$ cat src/rtl/braille_uart_tx_if.sv
// Decoder-side inputs and UART-side status outputs of braille_uart_tx.
// The testbench (or upstream glue) is the master; the transmitter is the slave.
interface braille_uart_tx_if;
  logic [7:0] Y;
  logic       INV;
  logic       TX;
  logic       BSY;
  logic       OVF;
  logic [7:0] ERR;

  modport master (
    output Y,
    output INV,
    input  TX,
    input  BSY,
    input  OVF,
    input  ERR
  );

  modport slave (
    input  Y,
    input  INV,
    output TX,
    output BSY,
    output OVF,
    output ERR
  );
endinterface

$ cat src/rtl/braille_uart_tx.sv
// Captures decoded braille characters once per cell, buffers valid ones in a FIFO
// and ships them out as 8N1 UART frames; invalid cells are counted in ERR.
module braille_uart_tx #(
  parameter int unsigned CELL_BITS    = 6,
  parameter int unsigned DEPTH        = 8,
  parameter int unsigned CLKS_PER_BIT = 868
) (
  input  logic              CLK,
  input  logic              R,
  braille_uart_tx_if.slave  bus
);

  localparam int unsigned BC_W      = (CELL_BITS > 1) ? $clog2(CELL_BITS) : 1;
  localparam int unsigned PTR_W     = $clog2(DEPTH);
  localparam int unsigned CNT_W     = $clog2(DEPTH + 1);
  localparam int unsigned BAUD_W    = $clog2(CLKS_PER_BIT);
  localparam int unsigned BIT_W     = 3;
  localparam int unsigned ERR_W     = 8;

  localparam logic [BC_W-1:0]   BC_LAST   = BC_W'(CELL_BITS - 1);
  localparam logic [BAUD_W-1:0] BAUD_LAST = BAUD_W'(CLKS_PER_BIT - 1);
  localparam logic [CNT_W-1:0]  CNT_FULL  = CNT_W'(DEPTH);
  localparam logic [BIT_W-1:0]  BIT_LAST  = BIT_W'(7);
  localparam logic [ERR_W-1:0]  ERR_MAX   = ERR_W'(255);

  typedef enum logic [1:0] {
    S_IDLE,
    S_START,
    S_DATA,
    S_STOP
  } state_t;

  // Cell framing and capture state
  logic [BC_W-1:0]   r_bc;
  logic              r_cell_done;
  logic [ERR_W-1:0]  r_err;
  logic              r_ovf;

  // FIFO state
  logic [7:0]        r_fifo [DEPTH];
  logic [PTR_W-1:0]  r_wr_ptr;
  logic [PTR_W-1:0]  r_rd_ptr;
  logic [CNT_W-1:0]  r_count;

  // Transmitter state
  state_t            r_state;
  logic [BAUD_W-1:0] r_baud;
  logic [BIT_W-1:0]  r_bit_idx;
  logic [7:0]        r_shift;
  logic              r_tx;
  logic              r_bsy;

  // Combinational next values
  logic              w_push;
  logic              w_full;
  logic              w_empty;
  logic              w_pop;
  logic              w_push_acc;
  logic              w_drop;
  logic              w_baud_last;
  logic [7:0]        w_head;
  logic [CNT_W-1:0]  w_count_nx;
  state_t            w_state_nx;
  logic [BAUD_W-1:0] w_baud_nx;
  logic [BIT_W-1:0]  w_bit_nx;
  logic [7:0]        w_shift_nx;
  logic              w_tx_nx;
  logic              w_bsy_nx;

  // Capture decision and FIFO bookkeeping; a pop in the same cycle frees a full slot.
  always_comb begin
    w_push     = r_cell_done & ~bus.INV;
    w_full     = (r_count == CNT_FULL);
    w_empty    = (r_count == '0);
    w_head     = r_fifo[r_rd_ptr];
    w_push_acc = w_push & (~w_full | w_pop);
    w_drop     = w_push & w_full & ~w_pop;
    unique case ({w_push_acc, w_pop})
      2'b10:   w_count_nx = r_count + CNT_W'(1);
      2'b01:   w_count_nx = r_count - CNT_W'(1);
      default: w_count_nx = r_count;
    endcase
  end

  // UART framing FSM: next state, shift/baud/bit counters and next line level.
  always_comb begin
    w_state_nx  = r_state;
    w_baud_nx   = r_baud + BAUD_W'(1);
    w_bit_nx    = r_bit_idx;
    w_shift_nx  = r_shift;
    w_tx_nx     = r_tx;
    w_pop       = 1'b0;
    w_baud_last = (r_baud == BAUD_LAST);

    unique case (r_state)
      S_IDLE: begin
        w_baud_nx = '0;
        w_tx_nx   = 1'b1;
        if (!w_empty) begin
          w_pop      = 1'b1;
          w_shift_nx = w_head;
          w_state_nx = S_START;
          w_tx_nx    = 1'b0;
        end
      end
      S_START: begin
        w_tx_nx = 1'b0;
        if (w_baud_last) begin
          w_baud_nx  = '0;
          w_bit_nx   = '0;
          w_state_nx = S_DATA;
          w_tx_nx    = r_shift[0];
        end
      end
      S_DATA: begin
        w_tx_nx = r_shift[0];
        if (w_baud_last) begin
          w_baud_nx = '0;
          if (r_bit_idx == BIT_LAST) begin
            w_state_nx = S_STOP;
            w_tx_nx    = 1'b1;
          end else begin
            w_bit_nx   = r_bit_idx + BIT_W'(1);
            w_shift_nx = r_shift >> 1;
            w_tx_nx    = r_shift[1];
          end
        end
      end
      S_STOP: begin
        w_tx_nx = 1'b1;
        if (w_baud_last) begin
          w_baud_nx = '0;
          // Chain straight into the next start bit when more data is waiting.
          if (!w_empty) begin
            w_pop      = 1'b1;
            w_shift_nx = w_head;
            w_state_nx = S_START;
            w_tx_nx    = 1'b0;
          end else begin
            w_state_nx = S_IDLE;
          end
        end
      end
      default: begin
        w_state_nx = S_IDLE;
        w_baud_nx  = '0;
        w_tx_nx    = 1'b1;
      end
    endcase

    w_bsy_nx = (w_state_nx != S_IDLE) || (w_count_nx != '0);
  end

  // Cell bit counter, capture flags and error/overflow status.
  always_ff @(posedge CLK) begin
    if (!R) begin
      r_bc        <= '0;
      r_cell_done <= 1'b0;
      r_err       <= '0;
      r_ovf       <= 1'b0;
    end else begin
      r_bc        <= (r_bc == BC_LAST) ? '0 : r_bc + BC_W'(1);
      r_cell_done <= (r_bc == BC_LAST);
      if (r_cell_done && bus.INV && (r_err != ERR_MAX)) begin
        r_err <= r_err + ERR_W'(1);
      end
      if (w_drop) begin
        r_ovf <= 1'b1;
      end
    end
  end

  // FIFO pointers and occupancy.
  always_ff @(posedge CLK) begin
    if (!R) begin
      r_wr_ptr <= '0;
      r_rd_ptr <= '0;
      r_count  <= '0;
    end else begin
      if (w_push_acc) begin
        r_wr_ptr <= r_wr_ptr + PTR_W'(1);
      end
      if (w_pop) begin
        r_rd_ptr <= r_rd_ptr + PTR_W'(1);
      end
      r_count <= w_count_nx;
    end
  end

  // FIFO storage needs no reset: occupancy alone decides what is valid.
  always_ff @(posedge CLK) begin
    if (R && w_push_acc) begin
      r_fifo[r_wr_ptr] <= bus.Y;
    end
  end

  // Transmitter state register and registered outputs.
  always_ff @(posedge CLK) begin
    if (!R) begin
      r_state   <= S_IDLE;
      r_baud    <= '0;
      r_bit_idx <= '0;
      r_shift   <= '0;
      r_tx      <= 1'b1;
      r_bsy     <= 1'b0;
    end else begin
      r_state   <= w_state_nx;
      r_baud    <= w_baud_nx;
      r_bit_idx <= w_bit_nx;
      r_shift   <= w_shift_nx;
      r_tx      <= w_tx_nx;
      r_bsy     <= w_bsy_nx;
    end
  end

  assign bus.TX  = r_tx;
  assign bus.BSY = r_bsy;
  assign bus.OVF = r_ovf;
  assign bus.ERR = r_err;

endmodule

$ cat src/flat_wrapper.sv
// flat-port wrapper written by rule: the top's interface ports become plain ports
module braille_uart_tx_flat 
#(
  parameter int unsigned CELL_BITS    = 6,
  parameter int unsigned DEPTH        = 8,
  parameter int unsigned CLKS_PER_BIT = 868
)
  (CLK, R, bus_Y, bus_INV, bus_TX, bus_BSY, bus_OVF, bus_ERR);
  braille_uart_tx_if bus_i ();
  input  logic CLK;
  input  logic R;
  input wire logic [$bits(bus_i.Y)-1:0] bus_Y;
  input wire logic [$bits(bus_i.INV)-1:0] bus_INV;
  output wire logic [$bits(bus_i.TX)-1:0] bus_TX;
  output wire logic [$bits(bus_i.BSY)-1:0] bus_BSY;
  output wire logic [$bits(bus_i.OVF)-1:0] bus_OVF;
  output wire logic [$bits(bus_i.ERR)-1:0] bus_ERR;
  assign bus_i.Y = bus_Y;
  assign bus_i.INV = bus_INV;
  assign bus_TX = bus_i.TX;
  assign bus_BSY = bus_i.BSY;
  assign bus_OVF = bus_i.OVF;
  assign bus_ERR = bus_i.ERR;
  braille_uart_tx #(.CELL_BITS(CELL_BITS), .DEPTH(DEPTH), .CLKS_PER_BIT(CLKS_PER_BIT)) u_core (.CLK(CLK), .R(R), .bus(bus_i));
endmodule
$ cat config.mk
export PLATFORM = sky130hd
export DESIGN_NAME = braille_uart_tx_flat
export DESIGN_NICKNAME = d
export VERILOG_FILES = /design/src/rtl/braille_uart_tx_if.sv /design/src/rtl/braille_uart_tx.sv /design/src/flat_wrapper.sv
export SDC_FILE = /design/constraint.sdc
export NUM_CORES = 1
export LEC_CHECK = 0
export CORE_AREA = 2 2 114 116
export DETAILED_ROUTE_END_ITERATION = 10
export DIE_AREA = 0 0 116 118
export HOLD_SLACK_MARGIN = 0.02
export PLACE_DENSITY_LB_ADDON = 0.1
export SYNTH_ARGS = -nofsm -noshare
export SYNTH_HDL_FRONTEND = slang
export SYNTH_SLANG_ARGS = --single-unit
export TNS_END_PERCENT = 30
$ cat constraint.sdc
create_clock -name CLK -period 7 [get_ports CLK]
set_input_delay 2.1 -clock CLK [delete_from_list [all_inputs] [get_ports CLK]]
set_output_delay 2.1 -clock CLK [all_outputs]
set_load 0.005 [all_outputs]
; After elaboration in Yosys (flattened, before gate mapping)
; Memory sizes are Yosys's and may differ from the RTL's. A register that Yosys moved wholly into a read port is not among the register bits.
; Index checks and enable logic that the tools add are counted.
[totals]
register_bits = 48
out_inout_bits = 11
ram_bits = 64
n_memories = 1
inputBits = 11
wordCells = 91
[mem_list]
columns = name, words, word_bits, read_ports, rd_clocked_by_memory_dff, wr, line
row1 = u_core.r_fifo, 8, 8, 1, 1, 1, braille_uart_tx.sv:40  ; logic [7:0] r_fifo [DEPTH];
[op_classes]
addsub = 8
n_eq_ne = 14
bitwise_logic = 9
reduce_logical = 14
muxes = 32
[op_table]
columns = operator, n
row1 = $mux W8, 4
row2 = $pmux W8 S3, 1
row3 = $pmux W10 S2, 1
row4 = $mux W3, 5
row5 = $add A3 B1 Y3 const B, 4
row6 = $add A10 B1 Y10 const B, 1
row7 = $eq A10 B10 Y1 const B, 1
row8 = $mux W1, 10
row9 = $mux W10, 1
row10 = $mux W2, 5
row11 = $add A8 B1 Y8 const B, 1
row12 = $ne A8 B8 Y1 const B, 1
row13 = $pmux W2 S4, 1
row14 = $pmux W4 S2, 1
row15 = $reduce_and A4 Y1, 2
row16 = $eq A2 B2 Y1 const B, 3
row17 = $eq A3 B3 Y1 const B, 2
row18 = $ne A2 B1 Y1 const B, 3
row19 = $pmux W3 S2, 1
row20 = $add A4 B1 Y4 const B, 1
row21 = $and A1 B1 Y1, 4
row22 = $eq A2 B1 Y1 const B, 2
row23 = $eq A4 B4 Y1 const B, 1
row24 = $logic_not A4 Y1, 1
row25 = 14 further kinds, 20

; Logic depth before layout (Yosys ltp)
[depth]
depth_word = 10
ltp_mapped = 12
depth_no_buf = 11

; Least setup slack after synthesis
; OpenSTA, ideal clock, no wires.
[synth_timing]
kind = input to register
start = input R
end = memory u_core.r_fifo[0][0], enable pin
arrival_time_ns = 3.476
slack_ns = 3.141
required_ns = 6.617
setup_time_ns = 0.383
cell_stages = 4
n_path_buf = 1
cell_sequence = clkbuf_1 > clkinv_1 > or3_1 > nor3_1
[synth_via]
elab_chain_len = 3
[synth_lines]
columns = item, line
row1 = "start, declared", flat_wrapper.sv:11  ; input logic R;
row2 = $logic_and A1 B1 Y1, braille_uart_tx.sv:192  ; if (R && w_push_acc) begin
row3 = $mux W1, braille_uart_tx.sv:192
row4 = $mux W1 (not written as such), braille_uart_tx.sv:193  ; r_fifo[r_wr_ptr] <= bus.Y;
row5 = "end, declared", braille_uart_tx.sv:40
; No other way between the ends.

; Worst setup path in the final report
[layout_timing]
start = input bus_INV
end = memory u_core.r_fifo[5][7], enable pin
[layout_via]
elab_chain_len = 6
[layout_lines]
columns = item, line
row1 = "start, declared", flat_wrapper.sv:13  ; input wire logic [$bits(bus_i.INV)-1:0] bus_INV;
row2 = $not A1 Y1, braille_uart_tx.sv:72  ; w_push = r_cell_done & ~bus.INV;
row3 = $and A1 B1 Y1, braille_uart_tx.sv:72
row4 = $and A1 B1 Y1, braille_uart_tx.sv:76  ; w_push_acc = w_push & (~w_full | w_pop);
row5 = $logic_and A1 B1 Y1, braille_uart_tx.sv:192
row6 = $mux W1, braille_uart_tx.sv:192
row7 = $mux W1 (not written as such), braille_uart_tx.sv:193
; No other way between the ends.

==> run metrics <==
outcome=finished, final reports clean; clock root cell=clkbuf_16; P per Cell Area=between 300 and 400 mW/mm^2; Max VDD drop=about 0.21 mV; commonest non-fill, non-tap cell in the layout=edfxtp_1; share of cells above drive strength 1=0.137; Mean Syn Cell Area=13.0 um^2; Die Wd=between 100 and 150 um; fin. max-slew vios=0; setup violators final=0; Die H=about 120 um; CTS sink cnt=115; DRT iter0 DRCs=approximately 180; post-route cell area=around 0.0059 mm^2; Final min period=between 4 and 5 ns; dpl cells=558; Core Area=between 0.01 and 0.015 mm^2; Unique masters post-synth=47; placed cell area=~0.0053 mm^2; synthesized area=between 0.004 and 0.005 mm^2; post-synthesis register bit count=between 100 and 150; total grt overflow=0; global-route wire length before repair=15.5 mm; FMAX=~220 MHz; post-DP HPWL=6.23 mm; Sum Neg Setup Slack=0 ns; Vias=2900; post-CTS setup buffer count=0; Post-Route WL=9.33 mm; Synth area leaders=edfxtp_1, dfxtp_1, mux4_2; ANT nets after route=0; Yosys Warn Count=0; largest net degree at the start of global routing=36; H-tree level count=4; final hold vios=0; port bufs=21; Post-synth EDFFs=64; TritonCTS clock tree=built; DRC=0; I/O pins=22; Synth top area share=0.392; Initial Util=0.395; area delta synth->final=20.1%; Reg clk slew, reported paths=around 0.05 ns; top_reg_cell synth=edfxtp_1; Hold WC Path Type=flop to flop; n_diodes=0; Final Power=slightly above 2 mW; row cnt=41; die area=0.0137 mm^2; final non-filler cell total=589; post-detailed-route via-to-cell ratio=between 4 and 5; RSZ-0062 raised after global routing=no; Worst Path Max Fanout=9; Worst Path Required=7.02 ns; data arrival time of the critical path=approximately 4.6 ns; total CTS buffers=17; Total GRT Usage=0.155; hold buffer count at cts=0; number of global-route vias before repair=just under 3000; Net Count, Synth=between 400 and 500; post-CTS resize count=0; crit end category=flop; Final nets=430; sequential area share after synthesis=0.600; Worst Max-Slew Pin Slew=between 1 and 1.5 ns; Setup Skew=around 0.0072 ns; clock buffer depth=2; synthesized instance count=378; Worst Setup Path Type=primary input to flop; Async SR Flop Fraction=0; Slew HR=0.155; 1st-pass router iterations=4; clock latency at the later pin of the worst-skew pair=about 0.4 ns; nature of the critical path startpoint=primary input; most frequent cells in the layout=edfxtp_1, dfxtp_1, nor2_1; worst hold margin=0.451 ns; WL/cell=between 15 and 20 um; initial antenna violation count=0; routability cong.=0.757; fin crit share=0.650; Synth area leader=edfxtp_1; max-capacitance violation count=0; Static Leakage=~2 nW
-- synthesized netlist by cell type (2+ instances only) --
master     n
a21oi_1    6
and2_1     2
and3_1     3
buf_1      2
buf_2      4
clkbuf_1   9
dfxtp_1   51
edfxtp_1  64
ha_1      14
inv_1      8
mux2i_1   23
mux4_2    16
nand2_1   27
nand2b_1   2
nand3_1   11
nand4_1    8
nor2_1    50
nor3_1    10
nor4_1     3
o211ai_1   3
o21ai_0   13
or3_1      4
xnor2_1   13
xor2_1     9
-- flip-flops by register name (all words and copies together) (netlist names), 2 cells and up, named ones only --
signal,count
u_core.r_fifo,64
u_core.r_baud,10
u_core.bus.ERR,8
u_core.r_shift,8
u_core.r_count,4
u_core.r_bc,3
u_core.r_bit_idx,3
u_core.r_rd_ptr,3
u_core.r_wr_ptr,3
u_core.r_state,2
-- cell families after synthesis --
kind of cell | after synthesis | share of synthesized area
AOI/OAI and AO/OA | 34 | 0.0523
and+or+nand+nor | 128 | 0.129
adders and majority gates | 14 | 0.0357
xor gates and xnor gates | 22 | 0.0393
DFF | 115 | 0.600
buffers and inverters | 25 | 0.0217
muxes | 40 | 0.123
-- final timing paths --
kind | startpoint | slack (ns) | depth (start not counted) | to
setup / recovery | bus_INV | 2.45 | 4 | u_core.r_fifo[5][7]$_DFFE_PP_
hold / removal | u_core.r_bc[0]$_SDFF_PP0_ | 0.45 | 1 | u_core.r_bc[0]$_SDFF_PP0_
setup reg to reg | u_core.r_baud[0]$_SDFF_PP0_ | 3.53 | 6 | u_core.r_fifo[5][7]$_DFFE_PP_
hold reg to reg | u_core.r_bc[0]$_SDFF_PP0_ | 0.45 | 1 | u_core.r_bc[0]$_SDFF_PP0_
-- worst max-delay path, stage by stage --
cell,delay [ns]
clkdlybuf4s50_1,0.44
nor2b_1,0.62
o211ai_1,0.32
nor3_1,1.07
-- final cells by class --
cell class / instances / area, um^2
Clock inverter: 11 / 161
Timing Repair Buffer: 24 / 233
Sequential cell: 115 / 2940
Fill cell: 1124 / 6520
Clock buffer: 20 / 437
Inverter: 9 / 33.8
Multi-Input combinational cell: 238 / 1870
Tap cell: 172 / 215
-- routing by layer --
layer  share of wire  track usage
met3           0.036       0.0541
met2            0.48        0.239
met4           0.014       0.0625
met1            0.47        0.199
met5               0            0
-- power breakdown --
| group | switching, mW | internal, mW |
|---|---|---|
| combinational | 0.169 | 0.184 |
| sequential | 0.0643 | 0.762 |
| clock | 0.284 | 0.588 |
| total | 0.517 | 1.53 |
-- metrics by stage --
step | utilization | setup WS, ns
after CTS | 0.475 | 2.48
after floorplan | - | 3.14
final | 0.475 | 2.45
after detailed placement | 0.427 | 2.03
after global placement | 0.427 | 2.11
after global routing | 0.475 | 2.25
Note: power is estimated with default switching activity, not from simulation.
